--- config.mk ---
export PLATFORM = sky130hd
export DESIGN_NAME = x_xor_parity_pipe
export DESIGN_NICKNAME = d
export VERILOG_FILES = /design/src/rtl/x_xor_parity_pipe.sv
export SDC_FILE = /design/constraint.sdc
export NUM_CORES = 1
export LEC_CHECK = 0
export CAP_MARGIN = 5
export CORE_UTILIZATION = 45
export DETAILED_ROUTE_END_ITERATION = 8
export HOLD_SLACK_MARGIN = 0.15
export PLACE_DENSITY = 0.79
export SLEW_MARGIN = 10
export SYNTH_ARGS = -nofsm -noshare
export SYNTH_HDL_FRONTEND = slang
export SYNTH_SLANG_ARGS = --single-unit
--- constraint.sdc ---
create_clock -name CLK -period 1.35 [get_ports CLK]
set_input_delay 0.27 -clock CLK [delete_from_list [all_inputs] [get_ports CLK]]
set_output_delay 0.27 -clock CLK [all_outputs]
set_load 0.005 [all_outputs]
--- src/rtl/x_xor_parity_pipe.sv ---
// x_xor_parity_pipe
// Reduces a WIDTH-bit word to a single parity bit through a tree of
// 4-input XOR levels. The tree is either registered after every level
// (PIPE=1) or fully combinational in front of a single register (PIPE=0).
// An output stage can also fold several words into one frame parity.
// IV, ILAST and IACC travel through the pipeline together with their word.

module x_xor_parity_pipe #(
  parameter int WIDTH   = 32,
  parameter int PIPE    = 1,
  parameter int INV_OUT = 0
) (
  input  logic             CLK,
  input  logic             RST,
  input  logic             CE,
  input  logic [WIDTH-1:0] I,
  input  logic             IV,
  input  logic             ILAST,
  input  logic             IACC,
  output logic             O,
  output logic             OV,
  output logic             OLAST
);

  // Returns the number of 4:1 reduction levels needed to reach one bit.
  // Even WIDTH=1 gets one level, so the pipeline shape never degenerates.
  function automatic int tree_levels(input int w);
    int n;
    int rem;
    n   = 0;
    rem = w;
    while (rem > 1) begin
      rem = (rem + 3) / 4;
      n   = n + 1;
    end
    if (n < 1) begin
      n = 1;
    end else begin
      n = n;
    end
    return n;
  endfunction

  // Applies one tree level: output bit g is the XOR of input bits 4g..4g+3.
  // Bits above the current level width are always zero. That zero-pads the
  // short final group and keeps the upper part of the result at zero.
  function automatic logic [WIDTH-1:0] xor4_level(input logic [WIDTH-1:0] v);
    logic [4*WIDTH-1:0] pad;
    logic [WIDTH-1:0]   r;
    pad = {{(3*WIDTH){1'b0}}, v};
    r   = '0;
    for (int g = 0; g < WIDTH; g++) begin
      r[g] = ^pad[4*g +: 4];
    end
    return r;
  endfunction

  localparam int   LEVELS  = tree_levels(WIDTH);
  localparam int   NSTAGE  = (PIPE != 0) ? LEVELS : 1;
  localparam logic INV_BIT = (INV_OUT != 0) ? 1'b1 : 1'b0;

  // Tree data registers plus the sideband that travels with each word.
  logic [WIDTH-1:0]  tree_d [NSTAGE];
  logic [WIDTH-1:0]  tree_q [NSTAGE];
  logic [NSTAGE-1:0] v_d;
  logic [NSTAGE-1:0] v_q;
  logic [NSTAGE-1:0] last_d;
  logic [NSTAGE-1:0] last_q;
  logic [NSTAGE-1:0] acc_d;
  logic [NSTAGE-1:0] acc_q;

  // Output stage: running frame parity and the registered outputs.
  logic r_d;
  logic r_q;
  logic o_d;
  logic o_q;
  logic ov_d;
  logic ov_q;
  logic olast_d;
  logic olast_q;

  // Parity of the word that has reached the output stage.
  logic word_par_s;

  // Next state of the tree. PIPE=1 advances one level per register.
  // PIPE=0 collapses every level into the first register.
  always_comb begin
    logic [WIDTH-1:0] flat;
    flat = '0;
    for (int k = 0; k < NSTAGE; k++) begin
      tree_d[k] = '0;
    end
    if (PIPE != 0) begin
      tree_d[0] = xor4_level(I);
      for (int k = 1; k < NSTAGE; k++) begin
        tree_d[k] = xor4_level(tree_q[k-1]);
      end
    end else begin
      flat = I;
      for (int k = 0; k < LEVELS; k++) begin
        flat = xor4_level(flat);
      end
      tree_d[0] = flat;
    end
  end

  // Sideband shift chain, kept in lockstep with the tree data.
  always_comb begin
    v_d[0]    = IV;
    last_d[0] = ILAST;
    acc_d[0]  = IACC;
    for (int k = 1; k < NSTAGE; k++) begin
      v_d[k]    = v_q[k-1];
      last_d[k] = last_q[k-1];
      acc_d[k]  = acc_q[k-1];
    end
  end

  // Only bit 0 of the final level can be nonzero, so its full reduction is the word parity.
  assign word_par_s = ^tree_q[NSTAGE-1];

  // Output stage. Standalone words leave R alone. Frame words fold into R.
  // The frame's last word emits R^p and clears R in the same cycle.
  always_comb begin
    r_d     = r_q;
    o_d     = o_q;
    ov_d    = 1'b0;
    olast_d = olast_q;
    if (v_q[NSTAGE-1]) begin
      if (!acc_q[NSTAGE-1]) begin
        o_d     = word_par_s ^ INV_BIT;
        ov_d    = 1'b1;
        olast_d = 1'b1;
      end else if (!last_q[NSTAGE-1]) begin
        r_d = r_q ^ word_par_s;
      end else begin
        o_d     = r_q ^ word_par_s ^ INV_BIT;
        ov_d    = 1'b1;
        olast_d = 1'b1;
        r_d     = 1'b0;
      end
    end else begin
      ov_d = 1'b0;
    end
  end

  // All state registers. An async reset drops in-flight words and any open frame.
  // CE low freezes everything.
  always_ff @(posedge CLK or posedge RST) begin
    if (RST) begin
      for (int k = 0; k < NSTAGE; k++) begin
        tree_q[k] <= '0;
      end
      v_q     <= '0;
      last_q  <= '0;
      acc_q   <= '0;
      r_q     <= 1'b0;
      o_q     <= 1'b0;
      ov_q    <= 1'b0;
      olast_q <= 1'b0;
    end else if (CE) begin
      for (int k = 0; k < NSTAGE; k++) begin
        tree_q[k] <= tree_d[k];
      end
      v_q     <= v_d;
      last_q  <= last_d;
      acc_q   <= acc_d;
      r_q     <= r_d;
      o_q     <= o_d;
      ov_q    <= ov_d;
      olast_q <= olast_d;
    end
  end

  assign O     = o_q;
  assign OV    = ov_q;
  assign OLAST = olast_q;

endmodule

==> impl_results.md <==
* Final period util at 92.9%
* Sw power at roughly 570 µW
* Hold_buf cts at 0
* Worst-path cell chain: dlygate4sd2_1
* RSZ-0062 raised after global routing: no
* DP Worst Slack at -0.0612 ns
* Status: completed
* Slew margin rel. at approximately 80%
* Fmax at approximately 800 MHz
* Die height at 54.3 µm
* Syn. warnings at 0
* Yosys cell types at 22
* Arrival @ worst endpoint at 0.98 ns
* Internal Power at 1.46 mW
* Worst path bufs/invs at 1
* Worst min-delay path class: primary input to asynchronous set/reset pin
* Crit Path Max Fanout at 2
* DRT Wirelength at 2130 µm
* Initial core utilization at between 40% and 50%
* Remaining Overflow, GRT at 0
* Syn avg cell area at 11.5 µm²
* Maximum VDD drop at 0.754 mV
* Clk buf depth at 2
* CTS Buf Count at 3
* Req. time, crit path at 1.08 ns
* Critical Path Source Type: register
* Via count at between 900 and 1000
* DRT Pass-1 Iters at 4
* Clk_lat worst skew at 0.32 ns
* Final net count at 194
* I/O Buffers at 40
* Placed Area at ~0.0017 mm²
* Worst Tran Pin Value at 0.300 ns
* Post-Layout Inst Area at 0.00173 mm²
* Synth Instances at approximately 110
* Flops & latches, synth at 24
* Final Critical Period at 1.25 ns
* Post-synth top area share at approximately half
* Post-route DRC at 0
* # setup viols final at 0
* Worst hold slack at 0.286 ns
* Final hold violations at 0
* Root buf cell: clkbuf_4
* Final worst slack at 0.0961 ns
* Pwr Density at 1180 mW/mm²
* Final ANT Viol Nets at 0
* # H-tree levels at 1
* CP endpoint kind: primary output
* Drt via density at approximately 4.9
* Row cnt at 18
* GRT Overall Usage at 16.9%
* Proportion of layout cells with a drive suffix above 1 at 12.3%
* Worst path top cell family by delay: flip-flops
* Syn nets at 145
* Clock network power share at 18.6%
* Comb power frac at 31.8%
* CTS tree: built
* Top Ports at a little over 40
* Most area-consuming cells after synthesis: dfrtp_1 49%, xnor2_1 22%, mux2_4 7.3%
* Vias in the first global route at 874
* Fin Clk Skew at about 0.012 ns
* Number of max-cap violations at 0
* Sequential-to-total area share from yosys stat at 48.8%
* CORE AREA at about 0.0025 mm²
* # clock sinks at 24
* Clock slew at reported path FFs at 0.13 ns
* Fin. max-slew vios at 0
* First-pass GRT wire length at 3510 µm
* Switching share of total power at 28.2%
* Diode count at 0
* Die ar. at about 0.0029 mm²
* Area growth syn-to-layout at 40.3%
* Final HPWL DP at 1690 µm
* Cell Area, Synth at around 0.0012 mm²
* Final Util at 68.4%
* Largest net degree at the start of global routing at 25
* CP max stage delay at 0.40 ns
* Static Leak at 0.695 nW
* GPL Wtd Cong at between 0.6 and 0.7
* Setup TNS at 0 ns
* Share of power burned in registers at 49.6%
* Critical path's slowest cell: dfrtp_1
* Initial antenna violation count at 0
* Initial drt markers at 3
* Die Wd at around 54 µm
* Crit Path Class: register to primary output
* DR WL/cell at between 10 and 15 µm
* Cell accounting for the most synthesized area: dfrtp_1
power by group through the flow:
stage                     logic, mW  clock network (mW)  registers (mW)
after floorplan               0.423                   0           0.990
after global placement        0.620                   0            1.01
after detailed placement      0.645                   0            1.02
after CTS                     0.658               0.381            1.01
after global routing          0.719               0.414            1.03
final                         0.646               0.377            1.01
timing repair:
action                                  CTS  global route
endpoints found under the setup margin    3             0
setup buffers                             1             0
gates resized for setup                   3             0
synthesized netlist by cell type, drive strengths merged:
cell type / n
o21bai: 1
buf: 4
o21ba: 1
a21oi: 11
nand2: 3
mux2: 9
nor2: 11
o22ai: 1
o21ai: 3
xnor2: 31
nand3b: 1
inv: 2
dfrtp: 24
nor3: 2
nor2b: 1
nand2b: 1
a211oi: 1
path summary, 6_finish.rpt:
check	from	end	slack (ns)	depth (start not counted)
worst max register to register	acc_q[2]$_DFFE_PP0P_	O$_DFFE_PP0P_	0.28	3
worst min-delay path	RST	tree_q[71]$_DFFE_PP0P_	0.29	3
worst max-delay path	OV$_DFFE_PP0P_	OV	0.1	1
max in group asynchronous	RST	last_q[2]$_DFFE_PP0P_	0.81	3
worst min register to register	OLAST$_DFFE_PP0P_	OLAST$_DFFE_PP0P_	0.49	1
min in group CLK	OLAST$_DFFE_PP0P_	OLAST$_DFFE_PP0P_	0.49	1
routing by layer:
metal	vias to the layer above	track usage [%]	share of wire, %
met2	26	31.7	54
met5	-	0	0
met1	427	18.6	41
met3	5	1.67	3.7
li1	448	-	-
met4	0	8.55	1.5
stage by stage:
stage	power [mW]	instances
2_1_floorplan	1.41	107
3_3_place_gp	1.63	180
3_5_place_dp	1.67	180
4_1_cts	2.05	185
5_1_grt	2.16	185
6_report	2.03	185
cells in the final DEF (no fill, tap or decap):
cell	instances
buf_4	8
o21ba_1	1
xnor2_1	31
o21ai_0	1
a21oi_1	11
nand2_4	1
clkbuf_4	3
clkdlybuf4s50_1	37
o21ai_1	2
mux2_1	3
nor2b_1	1
mux2_4	6
nor2_1	11
o22ai_1	1
nand3b_1	1
o21bai_1	1
nor3_1	2
inv_1	2
clkbuf_8	1
nand2b_1	1
dfrtp_1	24
a211oi_1	1
nand2_1	2
dlygate4sd2_1	3
logic make-up (layout without fill, tap and decap cells):
family	Yosys count	count (layout)	synth area share [%]
xor+xnor	31	31	22.1
flops	24	24	48.8
simple gates	19	19	7.33
compound gates	18	18	8.24
mux	9	9	10.1
buf+inv	6	54	3.46
state kept, by name, summed over array words and instances, names as in the netlist:
signal	cells
O	1
OLAST	1
v_q	3
OV	1
r_q	1
acc_q	3
tree_q	11
last_q	3
final cells by class:
class,instances,area [µm²]
fillers,207,797
flip-flops and latches,24,601
multi-input cells,77,587
repair buffers,48,457
well taps,30,37.5
clock buffers,4,36.3
inverters,2,7.51
(Power assumes the default switching activity.)
==> edit (same flow settings) <==
Change the parameter `WIDTH` from 32 to 128.
--- a/src/rtl/x_xor_parity_pipe.sv
+++ b/src/rtl/x_xor_parity_pipe.sv
@@ -6,7 +6,7 @@
 // IV, ILAST and IACC travel through the pipeline together with their word.
 
 module x_xor_parity_pipe #(
-  parameter int WIDTH   = 32,
+  parameter int WIDTH   = 128,
   parameter int PIPE    = 1,
   parameter int INV_OUT = 0
 ) (
Interface: changed (resized I); port bits go from 41 to 137. No check against the original RTL was run, so the function may have changed too.
==> edit against the unedited design <==
- routed wire length rose to 2.8 times the old value
- count of clock-buffer cells in the layout grew 9
- synthesized area rose to 2.7 times the old value
- die area increased to 2.6 times the old value
- non-clock buffer count increased by 97
- final cell count increased to 3.0 times the old value
- global-route usage fell by 0.21 points
- total power grew to 3.0 times the old value
- maximum frequency grew 2.0%
- sequential share of layout area decreased by 5.3 points
- sequential cell count rose by 35
- final area rose to 2.9 times the old value
- worst setup slack better by 24 ps
==> edit: results (changes against the unedited design) <==
TritonCTS buffer count = 9 (+6)
DP HPWL = 4.84 mm (+190%)
Setup Fix Bufs, Post-CTS = 2 (+1)
RePlAce Congestion = 0.717 (+7.8%)
Placed Instances = 541 (+200%)
Nets@finish = 592 (+210%)
Worst Path Arrival = 1430 ps (+450 ps)
Worst-path clk slew = 60 ps (-70 ps)
Leakage = 0.00187 uW (+170%)
Htree depth = 3 (+2)
Maximum fanout along the worst path = 2 (unchanged)
Sw Share = 0.274 (-0.00799)
Ys flop type = dfrtp_1
DR vias/cell = 4.56 (-6.8%)
Pwr per Cell Area = 1230 nW/um^2 (+4.1%)
Worst slew pin tran = 300 ps (-0.203 ps)
Sequential area share after synthesis = 0.450 (-0.0386)
Largest net degree at the start of global routing = 60 (+140%)
CP max stage delay = 370 ps (-30 ps)
Drt first-iter violations = 63 (+60)
Avg Cell Area, Syn = 10.5 um^2 (-9.0%)
Hold WC Path Type = in2reg
Yosys cell types = 20 (-9.1%)
Post-synth top cells = 127 x xnor2_1, 59 x dfrtp_1, 43 x a21oi_1, 43 x nor2_1, 11 x mux2_1
Clock skew = 3.80 ps (-8.42 ps)
Antenna violations before repair = 0 (unchanged)
Area contributors post-synth = dfrtp_1 45%, xnor2_1 34%, a21oi_1 6.6%
Largest vdd supply drop = 0.000783 V (+3.8%)
Share of cells above drive strength 1 = 0.0563 (-0.0663)
GRT Util Overall = 0.167 (-0.00211)
Global-route wire length before repair = 9.92 mm (+180%)
Critical path's top delay family = compound AO/OA/AOI/OAI gates
Total routed wirelength = 5.97 mm (+180%)
CTS root buf = clkbuf_8
Worst setup startpoint = O
Via count = 2547 (+180%)
Status = complete, no violations
Max reg flops = 43 (+32)
IO Port Bufs = 136 (+240%)
Net count after synthesis = 448 (+210%)
[edit: kinds of logic after synthesis]
group                  after synthesis  synth area share
multiplexers                        11            0.0377
AO/OA/AOI/OAI                       52            0.0861
XOR/XNOR                           127             0.339
buffers and inverters               15            0.0267
flip-flops                          59             0.450
AND/OR/NAND/NOR                     50            0.0610
[edit: per-stage QoR]
stage,setup slack (ps),util,cell area (um^2),power [uW],hold slack [ps]
2_1_floorplan,239,-,3290,3890,370
3_3_place_gp,118,0.694,4790,4550,451
3_5_place_dp,81.0,0.694,4790,4630,456
4_1_cts,117,0.724,5000,6220,311
5_1_grt,80.6,0.724,5000,6510,317
6_report,120,0.724,5000,6120,328
[edit: cell type report]
class,count,area (um^2)
fillers,576,1910
well taps,96,120
multi-input cells,240,1720
repair buffers,145,1470
inverters,3,15.0
clock inverters,2,35.0
clock buffers,13,159
flip-flops and latches,59,1480
[edit: power by group through the flow]
| stage | clock [uW] | combinational, uW | sequential, uW |
|---|---|---|---|
| 2_1_floorplan | 0 | 1400 | 2480 |
| 3_3_place_gp | 0 | 2020 | 2540 |
| 3_5_place_dp | 0 | 2070 | 2550 |
| 4_1_cts | 1590 | 2090 | 2530 |
| 5_1_grt | 1680 | 2260 | 2580 |
| 6_report | 1540 | 2060 | 2530 |
[edit: per-layer routing]
layer	wire length, um	vias to the layer above	track usage
met3	355	4	0.0483
li1	-	1309	-
met5	0	-	0
met2	3360	78	0.317
met1	2210	1156	0.173
met4	47	0	0.0566
[edit: worst paths after layout]
| path | end | slack (ps) | depth (start not counted) |
|---|---|---|---|
| max in group asynchronous | OV | 730 | 3 |
| min reg2reg | last_q[0] | 480 | 1 |
| min in group asynchronous | tree_q[411] | 380 | 3 |
| min | tree_q[0] | 330 | 2 |
| max | O | 120 | 4 |
| max reg2reg | O | 120 | 4 |
